--- config.mk ---
export PLATFORM = sky130hd
export DESIGN_NAME = bram_port_arbiter
export DESIGN_NICKNAME = d
export VERILOG_FILES = /design/src/rtl/bram_port_arbiter.sv
export SDC_FILE = /design/constraint.sdc
export NUM_CORES = 1
export LEC_CHECK = 0
export ABC_AREA = 1
export CAP_MARGIN = 20
export CORE_MARGIN = 3
export CORE_UTILIZATION = 46
export DETAILED_ROUTE_END_ITERATION = 6
export PLACE_DENSITY_LB_ADDON = 0.1
export SYNTH_ARGS = -nofsm -noshare
export SYNTH_HDL_FRONTEND = slang
export SYNTH_SLANG_ARGS = --single-unit
export TNS_END_PERCENT = 5
--- constraint.sdc ---
create_clock -name clk_i -period 12.68 [get_ports clk_i]
set_input_delay 1.902 -clock clk_i [delete_from_list [all_inputs] [get_ports clk_i]]
set_output_delay 1.902 -clock clk_i [all_outputs]
set_load 0.01 [all_outputs]
--- src/rtl/bram_port_arbiter.sv ---
// Two-requester arbiter in front of a single-port BRAM: round-robin with a bounded
// burst lock, registered BRAM drive, and read data routed back through a tagged pipe.
module bram_port_arbiter #(
  parameter int AW        = 14,
  parameter int DW        = 32,
  parameter int RD_LAT    = 1,
  parameter int MAX_BURST = 16
) (
  input  logic              clk_i,
  input  logic              rst_i,

  input  logic              a_req_i,
  input  logic [DW/8-1:0]   a_we_i,
  input  logic [AW-1:0]     a_addr_i,
  input  logic [DW-1:0]     a_wdata_i,
  output logic              a_ack_o,
  output logic              a_rvalid_o,
  output logic [DW-1:0]     a_rdata_o,

  input  logic              b_req_i,
  input  logic [DW/8-1:0]   b_we_i,
  input  logic [AW-1:0]     b_addr_i,
  input  logic [DW-1:0]     b_wdata_i,
  output logic              b_ack_o,
  output logic              b_rvalid_o,
  output logic [DW-1:0]     b_rdata_o,

  output logic              bram_en_o,
  output logic [DW/8-1:0]   bram_we_o,
  output logic [AW-1:0]     bram_addr_o,
  output logic [DW-1:0]     bram_din_o,
  input  logic [DW-1:0]     bram_dout_i,

  output logic [1:0]        owner_o
);

  localparam int BW = DW / 8;
  localparam logic [7:0] MAX_CNT = 8'(MAX_BURST);

  typedef enum logic [1:0] {
    IDLE  = 2'b00,
    OWN_A = 2'b01,
    OWN_B = 2'b10
  } state_e;

  state_e            state_q, state_d;
  logic              lastB_q, lastB_d;
  logic [7:0]        cnt_q, cnt_d;

  logic              grantA, grantB;
  logic              isRead;

  logic              bramEn_q;
  logic [BW-1:0]     bramWe_q;
  logic [AW-1:0]     bramAddr_q;
  logic [DW-1:0]     bramDin_q;

  logic [RD_LAT:0]   pipeV_q;
  logic [RD_LAT:0]   pipeP_q;
  logic [DW-1:0]     aRdata_q, bRdata_q;
  logic              aHit, bHit;

  // Grant is decided from the current owner, both requests and the burst count;
  // no accept is ever issued while reset is asserted.
  always_comb begin
    grantA = 1'b0;
    grantB = 1'b0;
    if (!rst_i) begin
      case (state_q)
        IDLE: begin
          if (a_req_i && b_req_i) begin
            grantA = lastB_q;
            grantB = !lastB_q;
          end else begin
            grantA = a_req_i;
            grantB = b_req_i;
          end
        end
        OWN_A: begin
          if (a_req_i) begin
            if (b_req_i && (cnt_q >= MAX_CNT)) grantB = 1'b1;
            else                               grantA = 1'b1;
          end else begin
            grantB = b_req_i;
          end
        end
        OWN_B: begin
          if (b_req_i) begin
            if (a_req_i && (cnt_q >= MAX_CNT)) grantA = 1'b1;
            else                               grantB = 1'b1;
          end else begin
            grantA = a_req_i;
          end
        end
        default: begin
          grantA = 1'b0;
          grantB = 1'b0;
        end
      endcase
    end
  end

  // Staying with the same owner counts up (saturating); a new owner restarts at 1.
  always_comb begin
    state_d = IDLE;
    lastB_d = lastB_q;
    cnt_d   = cnt_q;
    if (grantA) begin
      state_d = OWN_A;
      if (state_q == OWN_A) begin
        cnt_d = (cnt_q >= MAX_CNT) ? cnt_q : cnt_q + 8'd1;
      end else begin
        cnt_d   = 8'd1;
        lastB_d = 1'b0;
      end
    end else if (grantB) begin
      state_d = OWN_B;
      if (state_q == OWN_B) begin
        cnt_d = (cnt_q >= MAX_CNT) ? cnt_q : cnt_q + 8'd1;
      end else begin
        cnt_d   = 8'd1;
        lastB_d = 1'b1;
      end
    end
  end

  assign isRead = (grantA && (a_we_i == '0)) || (grantB && (b_we_i == '0));

  always_ff @(posedge clk_i or posedge rst_i) begin
    if (rst_i) begin
      state_q    <= IDLE;
      lastB_q    <= 1'b1;
      cnt_q      <= 8'd0;
      bramEn_q   <= 1'b0;
      bramWe_q   <= '0;
      bramAddr_q <= '0;
      bramDin_q  <= '0;
      pipeV_q    <= '0;
      pipeP_q    <= '0;
      aRdata_q   <= '0;
      bRdata_q   <= '0;
    end else begin
      state_q  <= state_d;
      lastB_q  <= lastB_d;
      cnt_q    <= cnt_d;
      bramEn_q <= grantA || grantB;
      if (grantA) begin
        bramWe_q   <= a_we_i;
        bramAddr_q <= a_addr_i;
        bramDin_q  <= a_wdata_i;
      end else if (grantB) begin
        bramWe_q   <= b_we_i;
        bramAddr_q <= b_addr_i;
        bramDin_q  <= b_wdata_i;
      end else begin
        bramWe_q   <= '0;
      end
      // Stage k of the tag pipe lines up with cycle t+1+k of an accept at t.
      if (RD_LAT > 0) begin
        pipeV_q <= {pipeV_q[RD_LAT-1:0], isRead};
        pipeP_q <= {pipeP_q[RD_LAT-1:0], grantB};
      end
      if (aHit) aRdata_q <= bram_dout_i;
      if (bHit) bRdata_q <= bram_dout_i;
    end
  end

  assign aHit = pipeV_q[RD_LAT] && !pipeP_q[RD_LAT];
  assign bHit = pipeV_q[RD_LAT] &&  pipeP_q[RD_LAT];

  assign a_ack_o     = grantA;
  assign b_ack_o     = grantB;
  assign a_rvalid_o  = aHit;
  assign b_rvalid_o  = bHit;
  assign a_rdata_o   = aHit ? bram_dout_i : aRdata_q;
  assign b_rdata_o   = bHit ? bram_dout_i : bRdata_q;

  assign bram_en_o   = bramEn_q;
  assign bram_we_o   = bramWe_q;
  assign bram_addr_o = bramAddr_q;
  assign bram_din_o  = bramDin_q;
  assign owner_o     = state_q;

endmodule

== Yosys cells after proc, flatten, opt, wreduce, memory -nomap -nowiden ==
Index checks and enable logic that the tools add are counted.
Widths: inputs -> output; s select.

* Multiplexer cells: 33
* $lt $le $gt $ge: 1
* Reduce and logical (&&, ||, !) cells: 16
* $add $sub $neg: 1
* Eq/ne operators: 4

{| class="wikitable"
|+ Operators by type and width
! cell !! number
|-
| $mux 32 || 4
|-
| $mux 8 || 5
|-
| $mux 14 || 2
|-
| $mux 1 || 16
|-
| $add 8x1->8 const B || 1
|-
| $ge 8x5->1 const B || 1
|-
| $logic_not 4->1 || 2
|-
| $mux 4 || 2
|-
| $logic_and 1x1->1 || 7
|-
| $pmux 1 s3 || 2
|-
| $mux 2 || 2
|-
| $ne 2x2->1 const B || 2
|-
| $reduce_and 3->1 || 1
|-
| $eq 2x1->1 const B || 1
|-
| $eq 2x2->1 const B || 1
|-
| $logic_not 1->1 || 2
|-
| $logic_not 2->1 || 1
|-
| $logic_or 1x1->1 || 2
|-
| $reduce_bool 2->1 || 1
|}

* Output and inout bits: 121
* Flip-flop bits (word level): 130

== Logic depth before layout (Yosys ltp) ==
* Word-level depth: 8
* Gate-level depth with buffers: 12
* Depth with buffers taken out: 11

== Worst setup path after synthesis ==
No wires, ideal clock.

* Kind: input to register
* Start point: input rst_i
* End point: register bramAddr_q[13] (netlist: bram_addr_o[13])
* Slack: 5.867 ns
* Data required time: 12.556 ns
* Data arrival time: 6.689 ns
* Cell stages on the path: 6
* Cell sequence: inv_1 clkbuf_1 clkbuf_1 nand3b_1 nand3_1 nand2_1

* Cells in the longest elaborated chain, start to end: 2
* Elaborated cells on any way between the ends: 4
* Those cells by class: mux: 3; reduce/logical: 1

{| class="wikitable"
|+ Ends and longest elaborated chain
! item !! line !! source
|-
| start: declaration || 10 || <nowiki>input logic rst_i,</nowiki>
|-
| $mux 1 || 68 || <nowiki>if (!rst_i) begin</nowiki>
|-
| $mux 14 or $reduce_bool 2->1 (tied branches) || n/a ||
|-
| end signal: assignment || 149 || <nowiki>bramAddr_q <= a_addr_i;</nowiki>
|-
| end signal: assignment || 153 || <nowiki>bramAddr_q <= b_addr_i;</nowiki>
|-
| end: declaration || 55 || <nowiki>logic [AW-1:0] bramAddr_q;</nowiki>
|}

Parallel ways exist; a longest one is shown, timed or not.
A chain may end at the register's enable or synchronous reset.

== Worst setup path after layout ==
* Start point: input rst_i
* End point: output b_ack_o

* Cells in the longest elaborated chain, start to end: 1

{| class="wikitable"
|+ Ends and longest elaborated chain
! item !! line !! source
|-
| $mux 1 || 68 ||
|-
| end: declaration || 24 || <nowiki>output logic b_ack_o,</nowiki>
|}

No other way between the ends.

==> metrics <==
status=finished, final reports clean; antenna diode count=0; max_slew headroom=0.344; Die ar.=14500 um2; Slew Viols, Final=0; Cell Area, Synth=6010 um2; first-pass GRT wire length=27200 um; Die Width=120 um; Synth top area share=0.537; Routed Antenna Nets=0; area delta synth->final=53.3%; total number of vias=5638; post-synth top area cell=dfrtp_1; CTS root buf=clkbuf_16; CTS resizes=0; CTS max path bufs=2; worst-path fanout max=107; switching power=0.658 mW; period utilisation layout=0.513; cell area power density=218 nW/um2; Worst Skew=0.00599 ns; Post-CTS Hold Buffers=0; layout cells sized above 1=0.0508; I/O pins=257; syn_area_per_cell=8.18 um2; critical setup path kind=in2out; initial core utilization=0.474; sequential fraction of design power=0.332; Rows=41; most frequent cells in the layout=clkdlybuf4s50_1 (256), nand2_1 (221), dfrtp_1 (129); CTS buffer count=17; I/O Buffers=256; Worst setup SP type=primary input; FF-to-FF setup slack=9.57 ns; gr ovfl total=0; DRT iter0 DRCs=509; Final HPWL DP=12000 um; Synth cell types=25; DR DRC count=0; Crit path required time=10.78 ns; Die Height=120 um; wire per inst=14.8 um; Fmax achieved=0.154 GHz; post-synthesis sequential area ratio=0.542; combinational power share=0.416; Post-Route WL=17100 um; Tmin final=6.51 ns; clock share of power=0.252; pin count of the biggest net entering global routing=108; Mapped Cells=734; maxcap violations=0; worst-skew pair later-pin latency=0.41 ns; CTS tree=built; buffers inserted by post-CTS timing repair=0; Placer Congestion=0.832; vias in the first global route=5514; VDD IR-drop max=0.0932 mV; clk sinks=130; nature of the critical path endpoint=output pin; Setup TNS=0 ns; RSZ-0062 raised after global routing=false; CTS H-Tree Depth=4; DR vias/cell=4.87; pre-CTS WS=6.13 ns; internal power=1.35 mW; Yosys warnings=0; commonest non-fill, non-tap cell in the layout=clkdlybuf4s50_1; #FFs+latches synth=130; Leakage Power=4.57 nW; HP Class=reg2reg; worst slew pin tran=0.985 ns; worst setup margin=6.17 ns; Post-Syn Nets=872; critical path arrival=4.61 ns; nets@finish=1110; Hold Vio Cnt, Final=0; Reg clk slew, reported paths=0.06 ns; sw frac=0.328; dominant cells by area after synthesis=dfrtp_1 (54%), nand2_1 (14%), nand3_1 (9.1%); TritonRoute pass-1 iters=4; final setup violation count=0; initial antenna violation count=0; All-Layer GR Usage=0.237; overall power=2.01 mW; Hold Slack=0.358 ns; core area=12700 um2
-- layout make-up --
class,count,area (um2)
Inverter,106,403
Sequential cell,130,3250
Clock inverter,12,155
Fill cell,1010,3460
Clock buffer,20,467
Multi-Input combinational cell,457,2110
Tap cell,172,215
Timing Repair Buffer,260,2610
-- per-stage QoR --
stage	util	cell area (um2)	instances
6_report	0.727	9210	1157
2_1_floorplan	-	6010	734
4_1_cts	0.725	9190	1156
3_5_place_dp	0.676	8570	1124
5_1_grt	0.727	9210	1157
3_3_place_gp	0.676	8570	1124
-- logic make-up (layout without fill, tap and decap cells) --
logic type | count (synthesis) | after routing | synth area share
DFF | 130 | 130 | 0.542
xor gates and xnor gates | 2 | 2 | 0.00292
and+or+nand+nor | 379 | 379 | 0.280
AOI/OAI and AO/OA | 74 | 74 | 0.0642
buffers and inverters | 147 | 398 | 0.107
adders and majority gates | 2 | 2 | 0.00417
-- per-layer routing --
metal	share of wire	GRT usage
met2	0.48	0.380
met1	0.41	0.293
met5	0	0
met4	0.019	0.0850
met3	0.091	0.0921
-- path summary, 6_finish.rpt --
kind / cells after the start / to / start
min reg2reg: 0 / pipeV_q[1] / pipeV_q[0]
min: 0 / pipeV_q[1] / pipeV_q[0]
max in group asynchronous: 3 / bRdata_q[11] / rst_i
max: 6 / b_ack_o / rst_i
min in group asynchronous: 2 / bram_din_o[28] / rst_i
max reg2reg: 11 / bram_din_o[11] / cnt_q[6]
-- critical path, cell delays in order --
cell and delay, ns:
clkdlybuf4s50_1 0.46, inv_6 0.67, nand2_2 0.08, buf_4 0.36, inv_2 0.45, clkdlybuf4s50_1 0.63
-- power groups by stage --
stage	clock, mW	combinational [mW]	sequential [mW]
floorplan	0	0.345	0.696
global placement	0	0.826	0.664
detailed placement	0	0.839	0.670
CTS	0.516	0.842	0.666
global route	0.534	0.909	0.685
finish	0.506	0.835	0.665
-- synthesized netlist by cell type --
library cell	number
o21ai_1	1
o211ai_1	1
nand2_2	2
buf_4	9
o22ai_2	1
nand3b_1	20
buf_8	2
buf_2	11
buf_6	3
nand2_4	2
ha_1	2
dfstp_2	1
nor2_1	18
nand2_1	222
o21ai_0	67
inv_2	4
xor2_1	2
o22ai_1	4
inv_1	102
nand3_1	109
nor2_2	1
nand4_1	4
dfrtp_1	129
nand3_4	1
clkbuf_1	16
-- registers in the layout, indices dropped and copies added, names as in the netlist --
signal / cells
aRdata_q: 32
bram_addr_o: 14
pipeV_q: 2
owner_o: 2
bram_en_o: 1
bram_din_o: 32
lastB_q: 1
bram_we_o: 4
bRdata_q: 32
cnt_q: 8
pipeP_q: 2
Power figures use the tool's default switching activity.
